`config.mk`:
```
export PLATFORM = sky130hd
export DESIGN_NAME = repeat_edge_h_stream
export DESIGN_NICKNAME = d
export VERILOG_FILES = /design/src/rtl/repeat_edge_h_stream.sv
export SDC_FILE = /design/constraint.sdc
export NUM_CORES = 1
export LEC_CHECK = 0
export CORE_AREA = 3 3 102 104
export DETAILED_ROUTE_END_ITERATION = 6
export DIE_AREA = 0 0 105 107
export GPL_TIMING_DRIVEN = 0
export HOLD_SLACK_MARGIN = 0.06
export PLACE_DENSITY_LB_ADDON = 0.25
export REMOVE_ABC_BUFFERS = 1
export SETUP_SLACK_MARGIN = 0.02
export SLEW_MARGIN = 40
export SYNTH_ARGS = -nofsm -noshare
export SYNTH_HDL_FRONTEND = slang
export SYNTH_SLANG_ARGS = --single-unit
```
`constraint.sdc`:
```
create_clock -name clk -period 1.38 [get_ports clk]
set_input_delay 0.276 -clock clk [delete_from_list [all_inputs] [get_ports clk]]
set_output_delay 0.276 -clock clk [all_outputs]
set_load 0.01 [all_outputs]
```
`src/rtl/repeat_edge_h_stream.sv`:
```
// Horizontal repeat-edge padder: PAD_L copies of each row's first pixel, the row, then PAD_R copies of its last pixel.
// Latency: 1 cycle from input handshake to out_valid; 1 pixel/cycle sustained.
// Backpressure: a stalled output holds every out register; in_ready falls while stalled or while replicas are emitted.
// Optional: REPEAT_EDGE_FRAME_CNT_EN adds a 16-bit frame_cnt output counting out_eof handshakes.
module repeat_edge_h_stream #(
    parameter int DATA_W = 16,
    parameter int IMG_W  = 64,
    parameter int IMG_H  = 64,
    parameter int PAD_L  = 1,
    parameter int PAD_R  = 1
) (
    input  logic              clk,
    input  logic              rst_n,
    input  logic [DATA_W-1:0] in_data,
    input  logic              in_valid,
    output logic              in_ready,
    output logic [DATA_W-1:0] out_data,
    output logic              out_valid,
    input  logic              out_ready,
    output logic              out_sof,
    output logic              out_eol,
    output logic              out_eof
`ifdef REPEAT_EDGE_FRAME_CNT_EN
   ,output logic [15:0]       frame_cnt
`endif
);

    localparam int OW    = PAD_L + IMG_W + PAD_R;
    localparam int COL_W = $clog2(OW + 1);
    localparam int ROW_W = $clog2(IMG_H + 1);

    localparam logic [COL_W-1:0] C_COL_LAST  = COL_W'(OW - 1);
    localparam logic [COL_W-1:0] C_LREP_LAST = COL_W'(PAD_L);
    localparam logic [COL_W-1:0] C_BODY_END  = COL_W'(PAD_L + IMG_W);
    localparam logic [ROW_W-1:0] C_ROW_LAST  = ROW_W'(IMG_H - 1);

    typedef enum logic [1:0] {S_FIRST, S_LREP, S_BODY, S_RREP} state_t;

    state_t              r_state;
    state_t              w_state_nxt;
    logic [COL_W-1:0]    r_col;
    logic [ROW_W-1:0]    r_row;
    logic [DATA_W-1:0]   r_edge;
    logic [DATA_W-1:0]   r_out_dat;
    logic                r_out_vld;
    logic                r_out_sof;
    logic                r_out_eol;
    logic                r_out_eof;

    logic                w_slot_free;
    logic                w_load;
    logic                w_in_hs;
    logic [DATA_W-1:0]   w_load_dat;
    logic                w_col_last;
    logic [COL_W-1:0]    w_col_nxt;

    assign w_slot_free = !r_out_vld || out_ready;
    assign w_in_hs     = in_valid && in_ready;
    assign w_col_last  = (r_col == C_COL_LAST);
    assign w_col_nxt   = w_col_last ? '0 : r_col + 1'b1;

    always_ff @(posedge clk or negedge rst_n) begin
        if (!rst_n) begin
            r_state <= S_FIRST;
        end else begin
            r_state <= w_state_nxt;
        end
    end

    // The state is a pure function of the column being entered.
    always_comb begin
        w_state_nxt = r_state;
        if (w_load) begin
            if (w_col_nxt == '0) begin
                w_state_nxt = S_FIRST;
            end else if (w_col_nxt <= C_LREP_LAST) begin
                w_state_nxt = S_LREP;
            end else if (w_col_nxt < C_BODY_END) begin
                w_state_nxt = S_BODY;
            end else begin
                w_state_nxt = S_RREP;
            end
        end
    end

    always_comb begin
        in_ready   = 1'b0;
        w_load     = 1'b0;
        w_load_dat = r_edge;
        case (r_state)
            S_FIRST, S_BODY: begin
                in_ready   = w_slot_free;
                w_load     = in_valid && w_slot_free;
                w_load_dat = in_data;
            end
            default: begin
                w_load = w_slot_free;
            end
        endcase
    end

    always_ff @(posedge clk or negedge rst_n) begin
        if (!rst_n) begin
            r_col     <= '0;
            r_row     <= '0;
            r_edge    <= '0;
            r_out_dat <= '0;
            r_out_vld <= 1'b0;
            r_out_sof <= 1'b0;
            r_out_eol <= 1'b0;
            r_out_eof <= 1'b0;
        end else if (w_load) begin
            r_out_dat <= w_load_dat;
            r_out_vld <= 1'b1;
            r_out_sof <= (r_row == '0) && (r_col == '0);
            r_out_eol <= w_col_last;
            r_out_eof <= w_col_last && (r_row == C_ROW_LAST);
            r_col     <= w_col_nxt;
            if (w_col_last) begin
                r_row <= (r_row == C_ROW_LAST) ? '0 : r_row + 1'b1;
            end
            if (w_in_hs) begin
                r_edge <= in_data;
            end
        end else if (w_slot_free) begin
            r_out_vld <= 1'b0;
        end
    end

    assign out_data  = r_out_dat;
    assign out_valid = r_out_vld;
    assign out_sof   = r_out_sof;
    assign out_eol   = r_out_eol;
    assign out_eof   = r_out_eof;

`ifdef REPEAT_EDGE_FRAME_CNT_EN
    logic [15:0] r_frame_cnt;

    always_ff @(posedge clk or negedge rst_n) begin
        if (!rst_n) begin
            r_frame_cnt <= '0;
        end else if (r_out_vld && out_ready && r_out_eof) begin
            r_frame_cnt <= r_frame_cnt + 16'd1;
        end
    end

    assign frame_cnt = r_frame_cnt;
`endif

endmodule
```
==> out/summary.txt, run 1 <==
STATUS
----------------------------------------------------------------------------------------
Outcome ................................................................... complete, but fails checks
Violated checks ........................................................... negative setup slack

SYNTH
----------------------------------------------------------------------------------------
Most instantiated flip-flop cell in the synthesis netlist ................. sky130_fd_sc_hd__dfrtp_1
Synthesized area .......................................................... 0.002389 mm^2
Gate Count Post-Synth .....................................................          215
Cell type contributing the most total cell area after synthesis ........... sky130_fd_sc_hd__dfrtp_1
Flop and latch count out of synthesis .....................................           51
Share of the synthesized area in the top cell type ........................       53.43%
Seq/Total Area, Yosys .....................................................       53.43%
Number of enable-type register cells in the synthesized netlist ...........            0
Synth warnings ............................................................            0
Mean cell area of the mapped netlist ......................................   11.11 um^2
Synth cell types ..........................................................           37
Fraction of registers with async set or reset after synthesis .............       100.0%
Main area contributors after synthesis .................................... sky130_fd_sc_hd__dfrtp_1, sky130_fd_sc_hd__mux2_2, sky130_fd_sc_hd__mux2i_1

TIMING
----------------------------------------------------------------------------------------
Unrepaired setup endpoints after global routing ...........................         true
Worst clock skew ..........................................................   0.01287 ns
Total of endpoints with negative setup slack in the final report ..........           13
Final period utilization ..................................................       111.5%
Sum of negative setup slack ...............................................   -0.9645 ns
Final worst-path setup slack ..............................................   -0.1585 ns
Worst-margin pin slew .....................................................    0.4563 ns
Hold Violations, Final ....................................................            0
Relative slew slack .......................................................       69.58%
Period minus WS final .....................................................     1.538 ns
Number of pins exceeding their max-slew limit in the final report .........            0
Max Fclk ..................................................................    650.0 MHz

FINAL LAYOUT
----------------------------------------------------------------------------------------
Post-route cell area ...................................................... 0.003546 mm^2
Register cell area after layout ........................................... 0.001287 mm^2
Count of filler cells inserted in the layout ..............................          995
Most frequent cells in the layout ......................................... sky130_fd_sc_hd__dfrtp_1, sky130_fd_sc_hd__nand2_1, sky130_fd_sc_hd__dlygate4sd2_1, sky130_fd_sc_hd__mux2i_1, sky130_fd_sc_hd__clkdlybuf4s50_1
Layout cell share with drive strength beyond 1 ............................       32.17%
Area occupied by multi-input gates ........................................ 0.001299 mm^2
Post-layout net count .....................................................          310
Antenna Diode Count .......................................................            0
Most common cell after layout, fill and taps aside ........................ sky130_fd_sc_hd__dfrtp_1
Post-Layout Cell Count ....................................................          419
Area growth, synth to finish ..............................................       48.45%

FLOORPLAN
----------------------------------------------------------------------------------------
Die height ................................................................       107 um
DIE AREA .................................................................. 0.01124 mm^2
X dimension of the die ....................................................       105 um
Core outline area ......................................................... 0.009639 mm^2
Placement row count .......................................................           36
Initial core utilization ..................................................       24.78%
Ports .....................................................................           41

GLOBAL ROUTE
----------------------------------------------------------------------------------------
Global-route wire length before repair ....................................      8914 um
Layer with the highest usage after global routing .........................         met2
Maximum number of pins on one net before global-route repair ..............           42
Via count of the first global-routing pass ................................        1,794
Global-route met1 utilization .............................................       11.93%
Initial antenna violation count ...........................................            0
Met2 Track Usage GR .......................................................       16.13%
Overflow left after global routing ........................................            0
Met3 track utilization from global routing ................................       3.913%
GR Util All Layers ........................................................       9.860%

DETAILED ROUTING
----------------------------------------------------------------------------------------
Antenna-violating nets left ...............................................            0
Detailed router's first-iteration violation count .........................           78
Number of DRC violations after detailed routing ...........................            0
Wirelength per Cell .......................................................     14.31 um
Via count .................................................................        1,847
Number of search-and-repair iterations in the first detailed-routing pass .            4
Detailed Route WL .........................................................      5995 um
DR vias/cell ..............................................................        4.408

PLACEMENT
----------------------------------------------------------------------------------------
Final HPWL DP .............................................................      3279 um
Number of port buffers ....................................................           40
Post-detailed-placement cell area ......................................... 0.002922 mm^2
Number of instances in the placed design ..................................          379
Post-placement setup slack ................................................   -0.7483 ns
Global placement routability congestion ...................................       0.6820

PWR
----------------------------------------------------------------------------------------
P_leak ....................................................................     1.520 nW
Ratio of total power to cell area ......................................... 1369 mW/mm^2
Maximum vdd ir drop .......................................................  0.0006816 V

CLOCKING
----------------------------------------------------------------------------------------
CTS H-Tree Depth ..........................................................            2
Clock transition at the registers of the reported paths ...................      0.10 ns
Clock buffers created by TritonCTS ........................................            5
Buffer depth of the longest clock path ....................................            2
Clock network latency to the later pin of the worst-skew pair .............      0.31 ns
Clock tree from TritonCTS .................................................          yes
Root Driver ............................................................... sky130_fd_sc_hd__clkbuf_8
Clock sink count ..........................................................           51

CRITICAL PATH
----------------------------------------------------------------------------------------
Data required time at the worst endpoint ..................................      1.59 ns
Crit end category .........................................................     register
Critical setup path kind ..................................................   reg -> reg
Critical path arrival .....................................................      1.75 ns
Crit Path Max Fanout ......................................................            5
Type of origin of the critical path .......................................     register
Number of cells on the worst reg-to-reg path ..............................            5

HOLD PATH
----------------------------------------------------------------------------------------
Type of the worst min-delay path ..........................................  in -> async

RUN
----------------------------------------------------------------------------------------
Number of max-cap violations ..............................................            0

==> cell families (layout without fill, tap and decap cells) <==
logic type / Yosys count / in the layout / share of synthesized area [%]
AO/OA/AOI/OAI: 37 / 37 / 9.219
XOR/XNOR: 7 / 7 / 2.567
adder cells (fa/ha/maj): 5 / 5 / 2.619
buffers and inverters: 16 / 81 / 3.248
flip-flops: 51 / 51 / 53.43
multiplexers: 34 / 34 / 15.14
AND/OR/NAND/NOR: 65 / 71 / 13.78
==> layout make-up <==
type	count	area share (%)
flip-flops and latches	51	36.31
repair buffers	67	19.05
multi-input cells	154	36.63
clock buffers	7	2.435
clock inverters	1	0.2470
well taps	133	4.693
inverters	6	0.6351
==> cells in the mapped netlist (2+ instances only) <==
library cell	number
sky130_fd_sc_hd__o31ai_1	2
sky130_fd_sc_hd__clkbuf_1	3
sky130_fd_sc_hd__nand3_1	9
sky130_fd_sc_hd__buf_1	2
sky130_fd_sc_hd__buf_2	2
sky130_fd_sc_hd__xor2_1	2
sky130_fd_sc_hd__and4_1	3
sky130_fd_sc_hd__mux2_2	17
sky130_fd_sc_hd__xnor2_1	5
sky130_fd_sc_hd__a31oi_1	2
sky130_fd_sc_hd__nand2b_1	2
sky130_fd_sc_hd__inv_1	6
sky130_fd_sc_hd__buf_4	2
sky130_fd_sc_hd__a21o_1	2
sky130_fd_sc_hd__and2_1	3
sky130_fd_sc_hd__o21ai_0	25
sky130_fd_sc_hd__dfrtp_1	51
sky130_fd_sc_hd__nand4_1	4
sky130_fd_sc_hd__nor2_1	4
sky130_fd_sc_hd__mux2i_1	17
sky130_fd_sc_hd__nor2b_1	2
sky130_fd_sc_hd__nand2_1	31
sky130_fd_sc_hd__ha_1	5
==> worst max-delay path: stages (launching register included) <==
cell and delay [ns]:
sky130_fd_sc_hd__dfrtp_2 0.44, sky130_fd_sc_hd__nor4_4 0.27, sky130_fd_sc_hd__buf_4 0.18, sky130_fd_sc_hd__and4_4 0.28
sky130_fd_sc_hd__nand4_1 0.13, sky130_fd_sc_hd__xnor2_1 0.15
==> state kept, by name, indices dropped and copies added (netlist names) <==
signal     flops
r_state        1
out_data      16
r_row          7
out_eof        1
r_col          7
out_sof        1
out_eol        1
out_valid      1
r_edge        16
==> through the flow <==
step                      hold slack (ns)  util (%)  total power [mW]
final                              0.3986     36.79             4.853
after global routing               0.4193     36.79             5.200
after CTS                          0.4045     33.03             4.517
after detailed placement           0.2123     30.31             3.443
after global placement             0.4596     30.09             3.415
after floorplan                  -0.01959         -             2.857
==> power by group <==
part	switching [mW]	total, mW	internal, mW
clock network	0.535	0.952	0.416
registers	0.320	2.17	1.85
logic	0.803	1.73	0.927
==> path summary, 6_finish.rpt <==
path | from | end | slack [ns]
worst max-delay path | r_col[5] | r_row[4] | -0.16
worst min-delay path | rst_n | out_data[2] | 0.40
worst max register to register | r_col[5] | r_row[4] | -0.16
worst min register to register | out_data[13] | out_data[13] | 0.48
max in group asynchronous | rst_n | r_col[3] | 0.50
min in group clk | out_ready | out_valid | 0.43
==> per-layer routing <==
| metal | wire length, um | vias up |
|---|---|---|
| li1 | - | 908 |
| met1 | 2681 | 904 |
| met2 | 2891 | 30 |
| met3 | 340 | 5 |
| met4 | 81 | 0 |
| met5 | 0 | - |
==> repair_timing <==
action                                  in CTS  in global routing
setup buffers                               10                 15
pin swaps                                   15                 13
gates cloned                                 1                  5
hold buffers                                 1                  0
endpoints found under the hold margin       24                  0
resized for setup                           65                 35
endpoints found under the setup margin      71                 46
Note: power is estimated with default switching activity, not from simulation.
==> inputs of run 2 (changes only) <==
==> constraint.sdc (replaced) <==
create_clock -name clk -period 1.8 [get_ports clk]
set_input_delay 0.36 -clock clk [delete_from_list [all_inputs] [get_ports clk]]
set_output_delay 0.36 -clock clk [all_outputs]
set_load 0.01 [all_outputs]
==> run 2 against run 1 <==
Net effect:
- the flow now finishes without violations
- design area shrank 14%
- non-clock buffer count decreased by 24
- final cell count shrank 7.2%
- critical path depth shrank 3
- power is 31% lower
- first-iteration DRC count up 22%
- clock power shrank 25%
- global-route usage shrank 0.39 points
- flip-flop and latch count unchanged
- core utilization fell by 5.0 points
==> out/summary.txt, run 2 (synthesis results as in run 1) <==
STATUS
----------------------------------------------------------------------------------------
Outcome ................................................................... finished, final reports clean   was complete, but fails checks

CRITICAL PATH
----------------------------------------------------------------------------------------
Crit Path Max Fanout ......................................................           11   was 5
Crit end category .........................................................  output port   was register
Number of buffers and inverters on the critical path ......................            1   unchanged
Critical setup path kind ..................................................   reg -> out   was reg -> reg
Slowest stage delay, CP ...................................................      0.58 ns   was 0.44 ns
Capturing point of the worst reg2reg path .................................   r_state[0]   was r_row[4]
Slowest library cell on the worst path .................................... sky130_fd_sc_hd__dfrtp_4   was sky130_fd_sc_hd__dfrtp_2
Origin of the critical flop-to-flop path ..................................   r_state[0]   was r_col[5]
First element of the critical path ........................................   r_state[0]   was r_col[5]
Critical path arrival .....................................................      1.33 ns   was 1.75 ns
Data required time at the worst endpoint ..................................      1.44 ns   was 1.59 ns
Crit-path cells ........................................................... nor2_2, clkdlybuf4s15_2   was nor4_4, buf_4, and4_4, nand4_1, xnor2_1
Largest delay contributor family on the critical path .....................   flip-flops   was simple AND/OR/NAND/NOR gates
Type of origin of the critical path .......................................     register   unchanged
Number of cells on the worst reg-to-reg path ..............................            4   was 5
Reg-to-reg setup timing slack .............................................      0.16 ns   was -0.16 ns

RUN
----------------------------------------------------------------------------------------
Number of max-cap violations ..............................................            0   unchanged

CLOCKING
----------------------------------------------------------------------------------------
Clock sink count ..........................................................           51   unchanged
Clock transition at the registers of the reported paths ...................      0.10 ns   about the same
Clock tree from TritonCTS .................................................          yes   unchanged
Clock network latency to the later pin of the worst-skew pair .............      0.31 ns   about the same
Root Driver ............................................................... sky130_fd_sc_hd__clkbuf_8   unchanged
CTS H-Tree Depth ..........................................................            2   unchanged
Buffer depth of the longest clock path ....................................            2   unchanged
Clock buffers created by TritonCTS ........................................            5   unchanged

FLOORPLAN
----------------------------------------------------------------------------------------
Core outline area ......................................................... 0.009639 mm^2   unchanged
X dimension of the die ....................................................       105 um   unchanged
Placement row count .......................................................           36   unchanged
Die height ................................................................       107 um   unchanged
DIE AREA .................................................................. 0.01124 mm^2   unchanged
Ports .....................................................................           41   unchanged
Initial core utilization ..................................................       24.78%   unchanged

FINAL LAYOUT
----------------------------------------------------------------------------------------
Post-layout net count .....................................................          280   was 310
Post-Layout Cell Count ....................................................          389   was 419
Antenna Diode Count .......................................................            0   unchanged
Most frequent cells in the layout ......................................... sky130_fd_sc_hd__dfrtp_1, sky130_fd_sc_hd__clkdlybuf4s50_1, sky130_fd_sc_hd__nand2_1, sky130_fd_sc_hd__o21ai_0   was sky130_fd_sc_hd__dfrtp_1, sky130_fd_sc_hd__nand2_1, sky130_fd_sc_hd__dlygate4sd2_1, sky130_fd_sc_hd__mux2i_1, sky130_fd_sc_hd__clkdlybuf4s50_1
Area growth, synth to finish ..............................................       28.18%   was 48.45%
Most common cell after layout, fill and taps aside ........................ sky130_fd_sc_hd__dfrtp_1   unchanged
Layout cell share with drive strength beyond 1 ............................       14.45%   was 32.17%
Post-route cell area ...................................................... 0.003062 mm^2   was 0.003546 mm^2

PLACEMENT
----------------------------------------------------------------------------------------
Final HPWL DP .............................................................      3279 um   unchanged
Number of instances in the placed design ..................................          379   unchanged
Number of port buffers ....................................................           40   unchanged
Global placement routability congestion ...................................       0.6820   unchanged
Post-detailed-placement cell area ......................................... 0.002922 mm^2   unchanged

DETAILED ROUTING
----------------------------------------------------------------------------------------
Number of DRC violations after detailed routing ...........................            0   unchanged
Wirelength per Cell .......................................................     12.66 um   was 14.31 um
DR vias/cell ..............................................................        4.324   was 4.408
Via count .................................................................        1,682   was 1,847
Detailed Route WL .........................................................      4924 um   was 5995 um
Detailed router's first-iteration violation count .........................           95   was 78
Number of search-and-repair iterations in the first detailed-routing pass .            4   unchanged
Antenna-violating nets left ...............................................            0   unchanged

TIMING
----------------------------------------------------------------------------------------
Max Fclk ..................................................................    590.1 MHz
Hold Violations, Final ....................................................            0   unchanged
Total of endpoints with negative setup slack in the final report ..........            0   was 13
Number of pins exceeding their max-slew limit in the final report .........            0   unchanged
Worst clock skew ..........................................................   0.01539 ns   was 0.01287 ns
Unrepaired setup endpoints after global routing ...........................        false   was true
Worst-margin pin slew .....................................................    0.4164 ns   was 0.4563 ns
Final period utilization ..................................................       94.15%
Period minus WS final .....................................................     1.695 ns
Relative slew slack .......................................................       72.14%   was 69.58%

PWR
----------------------------------------------------------------------------------------
Final Power ...............................................................     3.336 mW   was 4.853 mW
Gate power share ..........................................................        28.9%   was 35.6%
P_leak ....................................................................     1.229 nW   was 1.520 nW
Proportion of power drawn by the clock network ............................        21.3%   was 19.6%
Share of total power consumed by net switching ............................       32.21%   was 34.17%
Maximum vdd ir drop .......................................................  0.0005073 V   was 0.0006816 V
Switching power ...........................................................     1.075 mW   was 1.658 mW
Reg power frac ............................................................        49.7%   was 44.7%
Ratio of total power to cell area ......................................... 1090 mW/mm^2   was 1369 mW/mm^2
Internal power summed over all cells ......................................     2.262 mW   was 3.194 mW

GLOBAL ROUTE
----------------------------------------------------------------------------------------
Global-route wire length before repair ....................................      8611 um   was 8914 um
Maximum number of pins on one net before global-route repair ..............           42   unchanged
Overflow left after global routing ........................................            0   unchanged
Via count of the first global-routing pass ................................        1,759   was 1,794
GR Util All Layers ........................................................       9.474%   was 9.860%
Initial antenna violation count ...........................................            0   unchanged

HOLD PATH
----------------------------------------------------------------------------------------
Type of the worst min-delay path ..........................................  in -> async   unchanged

run 2: cell types whose count changed in the layout (fill, tap and decap cells not counted), sizes merged:
cell	delta
buf	-26
clkdlybuf4s15	+1
clkdlybuf4s50	+22
dlygate4sd2	-20
dlymetal6s2s	-1
nand2	-6
run 2: area by class of cell:
class | instances | area, um^2
clock inverter | 1 | 8.758
multi-input combinational | 148 | 1057
clock buffer | 7 | 86.33
fill | 1049 | 6578
sequential | 51 | 1280
timing repair buffer | 43 | 440.4
tap | 133 | 166.4
inverter | 6 | 22.52
run 2: worst max-delay path by stage:
| stage | end | slack (ns) | cells past startpoint |
|---|---|---|---|
| detailed placement | r_edge[12] | -0.41 | 5 |
| CTS | in_ready | 0.06 | 2 |
| finish | in_ready | 0.11 | 2 |
| floorplan | r_col[4] | -0.28 | 4 |
| global placement | r_col[4] | -1.31 | 1 |
| global route | r_state[0] | 0.03 | 5 |
run 2: power groups by stage:
stage / Combinational [mW] / Sequential [mW] / Clock (mW)
2_1_floorplan: 0.501 / 1.69 / 0
3_3_place_gp: 0.931 / 1.69 / 0
3_5_place_dp: 0.945 / 1.69 / 0
4_1_cts: 0.980 / 1.66 / 0.752
5_1_grt: 1.10 / 1.71 / 0.805
6_report: 0.965 / 1.66 / 0.712
run 2: worst register-to-register path, cell delays in order (launching register included):
cell	delay, ns
sky130_fd_sc_hd__dfrtp_4	0.58
sky130_fd_sc_hd__or2_2	0.40
sky130_fd_sc_hd__and2_1	0.26
sky130_fd_sc_hd__a31oi_1	0.20
sky130_fd_sc_hd__mux2i_1	0.10
run 2: per-layer routing:
metal  global-route usage (%)  wire length [um]
met2                    15.44              2339
met3                    3.974               343
met5                        0                 0
met4                    3.093                54
met1                    11.33              2187
run 2: repair_timing:
item / 4_1_cts / 5_1_grt
hold buffers: 1 / 0
setup buffers: 1 / 0
hold endpoints to repair: 24 / 0
gates resized for setup: 6 / 3
endpoints found under the setup margin: 41 / 8
cloned: 0 / 0
pin swaps: 0 / 1
run 2: through the flow:
| stage | util, % | hold WS, ns | setup slack (ns) | TNS (ns) |
|---|---|---|---|---|
| 2_1_floorplan | - | 0.06441 | -0.2794 | -6.708 |
| 3_3_place_gp | 30.09 | 0.4596 | -1.313 | -98.67 |
| 3_5_place_dp | 30.31 | 0.2963 | -0.4123 | -12.95 |
| 4_1_cts | 31.63 | 0.4885 | 0.05518 | 0 |
| 5_1_grt | 31.76 | 0.5178 | 0.03174 | 0 |
| 6_report | 31.76 | 0.4882 | 0.1053 | 0 |
==> inputs of run 3 (changes only) <==
--- a/config.mk
+++ b/config.mk
@@ -5,9 +5,10 @@
 export SDC_FILE = /design/constraint.sdc
 export NUM_CORES = 1
 export LEC_CHECK = 0
-export CORE_AREA = 3 3 102 104
+export CORE_AREA = 2 2 101 103
+export CTS_CLUSTER_SIZE = 20
 export DETAILED_ROUTE_END_ITERATION = 6
-export DIE_AREA = 0 0 105 107
+export DIE_AREA = 0 0 103 105
 export GPL_TIMING_DRIVEN = 0
 export HOLD_SLACK_MARGIN = 0.06
 export PLACE_DENSITY_LB_ADDON = 0.25
==> run 3 against run 2 <==
Net effect:
- via count is 0.36% higher
- maximum frequency decreased by 1.2%
- first-iteration DRC count up 13%
- die area shrank 3.7%
- sequential share of layout area down 0.17 points
- critical path type is now in -> out
- critical endpoint unchanged
==> out/summary.txt, run 3 (synthesis results as in run 1) <==
DETAILED ROUTING
----------------------------------------------------------------------------------------
Detailed router's first-iteration violation count .........................          107   was 95
Number of DRC violations after detailed routing ...........................            0   unchanged
Detailed Route WL .........................................................      4984 um   was 4924 um
Number of search-and-repair iterations in the first detailed-routing pass .            4   unchanged
Via count .................................................................        1,688   was 1,682
Antenna-violating nets left ...............................................            0   unchanged
Wirelength per Cell .......................................................     12.78 um   was 12.66 um
DR vias/cell ..............................................................        4.328   was 4.324

PWR
----------------------------------------------------------------------------------------
P_leak ....................................................................     1.244 nW   was 1.229 nW
Maximum vdd ir drop .......................................................  0.0005600 V   was 0.0005073 V
Ratio of total power to cell area ......................................... 1106 mW/mm^2   was 1090 mW/mm^2
Final Power ...............................................................     3.400 mW   was 3.336 mW

FLOORPLAN
----------------------------------------------------------------------------------------
Initial core utilization ..................................................       24.78%   unchanged
DIE AREA .................................................................. 0.01082 mm^2   was 0.01124 mm^2
Placement row count .......................................................           36   unchanged
Core outline area ......................................................... 0.009639 mm^2   unchanged
Ports .....................................................................           41   unchanged
Die height ................................................................       105 um   was 107 um
X dimension of the die ....................................................       103 um   was 105 um

CLOCKING
----------------------------------------------------------------------------------------
Clock network latency to the later pin of the worst-skew pair .............      0.29 ns   was 0.31 ns
Clock sink count ..........................................................           51   unchanged
Clock transition at the registers of the reported paths ...................      0.09 ns   was 0.10 ns
Clock tree from TritonCTS .................................................          yes   unchanged
Clock buffers created by TritonCTS ........................................            5   unchanged
Root Driver ............................................................... sky130_fd_sc_hd__clkbuf_8   unchanged
CTS H-Tree Depth ..........................................................            2   unchanged
Buffer depth of the longest clock path ....................................            2   unchanged

CRITICAL PATH
----------------------------------------------------------------------------------------
Crit end category .........................................................  output port   unchanged
Reg-to-reg setup timing slack .............................................      0.12 ns   was 0.16 ns
Critical path arrival .....................................................      1.35 ns   was 1.33 ns
Data required time at the worst endpoint ..................................      1.44 ns   about the same
Slowest library cell on the worst path .................................... sky130_fd_sc_hd__clkdlybuf4s50_1   was sky130_fd_sc_hd__dfrtp_4
Slowest stage delay, CP ...................................................      0.48 ns   was 0.58 ns
Critical setup path kind ..................................................    in -> out   was reg -> out
Capturing point of the worst reg2reg path .................................   r_state[0]   unchanged
Crit-path cells ........................................................... clkdlybuf4s50_1, nor2b_1, nor2_1, dlygate4sd2_1   was nor2_2, clkdlybuf4s15_2
Crit Path Max Fanout ......................................................            3   was 11
Type of origin of the critical path ....................................... primary input   was register
Origin of the critical flop-to-flop path ..................................     r_col[0]   was r_state[0]
Number of cells on the worst reg-to-reg path ..............................            5   was 4

TIMING
----------------------------------------------------------------------------------------
Total of endpoints with negative setup slack in the final report ..........            0   unchanged
Number of pins exceeding their max-slew limit in the final report .........            0   unchanged
Max Fclk ..................................................................    583.1 MHz   was 590.1 MHz
Period minus WS final .....................................................     1.715 ns   was 1.695 ns
Final period utilization ..................................................       95.27%   was 94.15%
Final worst-path setup slack ..............................................   0.08514 ns   was 0.1053 ns
Worst-margin pin slew .....................................................    0.4005 ns   was 0.4164 ns
Unrepaired setup endpoints after global routing ...........................        false   unchanged
Relative slew slack .......................................................       73.21%   was 72.14%
Hold Violations, Final ....................................................            0   unchanged
Worst clock skew ..........................................................  0.004199 ns   was 0.01539 ns

FINAL LAYOUT
----------------------------------------------------------------------------------------
Count of filler cells inserted in the layout ..............................        1,018   was 1,049
Antenna Diode Count .......................................................            0   unchanged
Most frequent cells in the layout ......................................... sky130_fd_sc_hd__dfrtp_1, sky130_fd_sc_hd__clkdlybuf4s50_1, sky130_fd_sc_hd__nand2_1, sky130_fd_sc_hd__o21ai_0   unchanged
Most common cell after layout, fill and taps aside ........................ sky130_fd_sc_hd__dfrtp_1   unchanged
Final core utilization ....................................................       31.89%   was 31.76%
Area growth, synth to finish ..............................................       28.71%   was 28.18%
Layout cell share with drive strength beyond 1 ............................       14.01%   was 14.45%
Post-layout net count .....................................................          282   was 280

HOLD PATH
----------------------------------------------------------------------------------------
Type of the worst min-delay path ..........................................  in -> async   unchanged

GLOBAL ROUTE
----------------------------------------------------------------------------------------
Overflow left after global routing ........................................            0   unchanged
Maximum number of pins on one net before global-route repair ..............           42   unchanged
Global-route wire length before repair ....................................      8604 um   was 8611 um
GR Util All Layers ........................................................       9.899%   was 9.474%
Via count of the first global-routing pass ................................        1,764   was 1,759
Initial antenna violation count ...........................................            0   unchanged

RUN
----------------------------------------------------------------------------------------
Number of max-cap violations ..............................................            0   unchanged

PLACEMENT
----------------------------------------------------------------------------------------
Final HPWL DP .............................................................      3338 um   was 3279 um
Global placement routability congestion ...................................       0.7736   was 0.6820
Number of port buffers ....................................................           40   unchanged
Post-placement setup slack ................................................   -0.3820 ns   was -0.4123 ns

STATUS
----------------------------------------------------------------------------------------
Outcome ................................................................... finished, final reports clean   unchanged

## run 3: cell type report
cell class / instances / area, um^2 / area share, %
clock buffers: 6 / 72.57 / 2.361
clock inverters: 1 / 30.03 / 0.9768
inverters: 6 / 22.52 / 0.7326
multi-input cells: 148 / 1046 / 34.03
flip-flops and latches: 51 / 1280 / 41.64
well taps: 133 / 166.4 / 5.413
repair buffers: 45 / 456.7 / 14.86
## run 3: per-layer routing
metal  part of all wire (%)  wire length (um)  GRT usage [%]
met3                    6.3               313          3.344
met1                     46              2288          12.67
met4                   0.30                15          2.256
met5                      0                 0              0
met2                     47              2366          16.05
## run 3: worst max-delay path: cells and delay by family
kind	cells	cell delay (ns)
buffers and inverters	2	0.78
AND/OR/NAND/NOR	2	0.21
## run 3: timing repair
item	4_1_cts	5_1_grt
pin swaps	0	1
resized for setup	5	0
hold endpoints to repair	20	0
setup buffers	3	0
hold buffers	1	0
endpoints found under the setup margin	42	6
## run 3: metrics by stage
stage / instances / setup TNS, ns / instance area [um^2] / hold slack [ns]
floorplan: 205 / -6.708 / 2333 / 0.06441
CTS: 390 / 0 / 3074 / 0.4729
global placement: 378 / -98.01 / 2900 / 0.4660
finish: 390 / 0 / 3074 / 0.4792
global route: 390 / 0 / 3074 / 0.4914
detailed placement: 379 / -11.94 / 2922 / 0.2691
## run 3: worst max path at each step
stage | startpoint | end | slack [ns] | cells past startpoint
2_1_floorplan | r_state[0] | r_col[4] | -0.28 | 4
3_3_place_gp | rst_n | r_col[3] | -1.31 | 1
3_5_place_dp | out_ready | r_edge[14] | -0.38 | 5
4_1_cts | r_col[4] | r_row[4] | 0.05 | 4
5_1_grt | out_ready | in_ready | 0.03 | 4
6_report | out_ready | in_ready | 0.09 | 4
## run 3: report_power, final
| group | internal [mW] | switching (mW) | total, mW |
|---|---|---|---|
| sequential | 1.41 | 0.242 | 1.65 |
| combinational | 0.542 | 0.439 | 0.981 |
| clock | 0.408 | 0.362 | 0.771 |
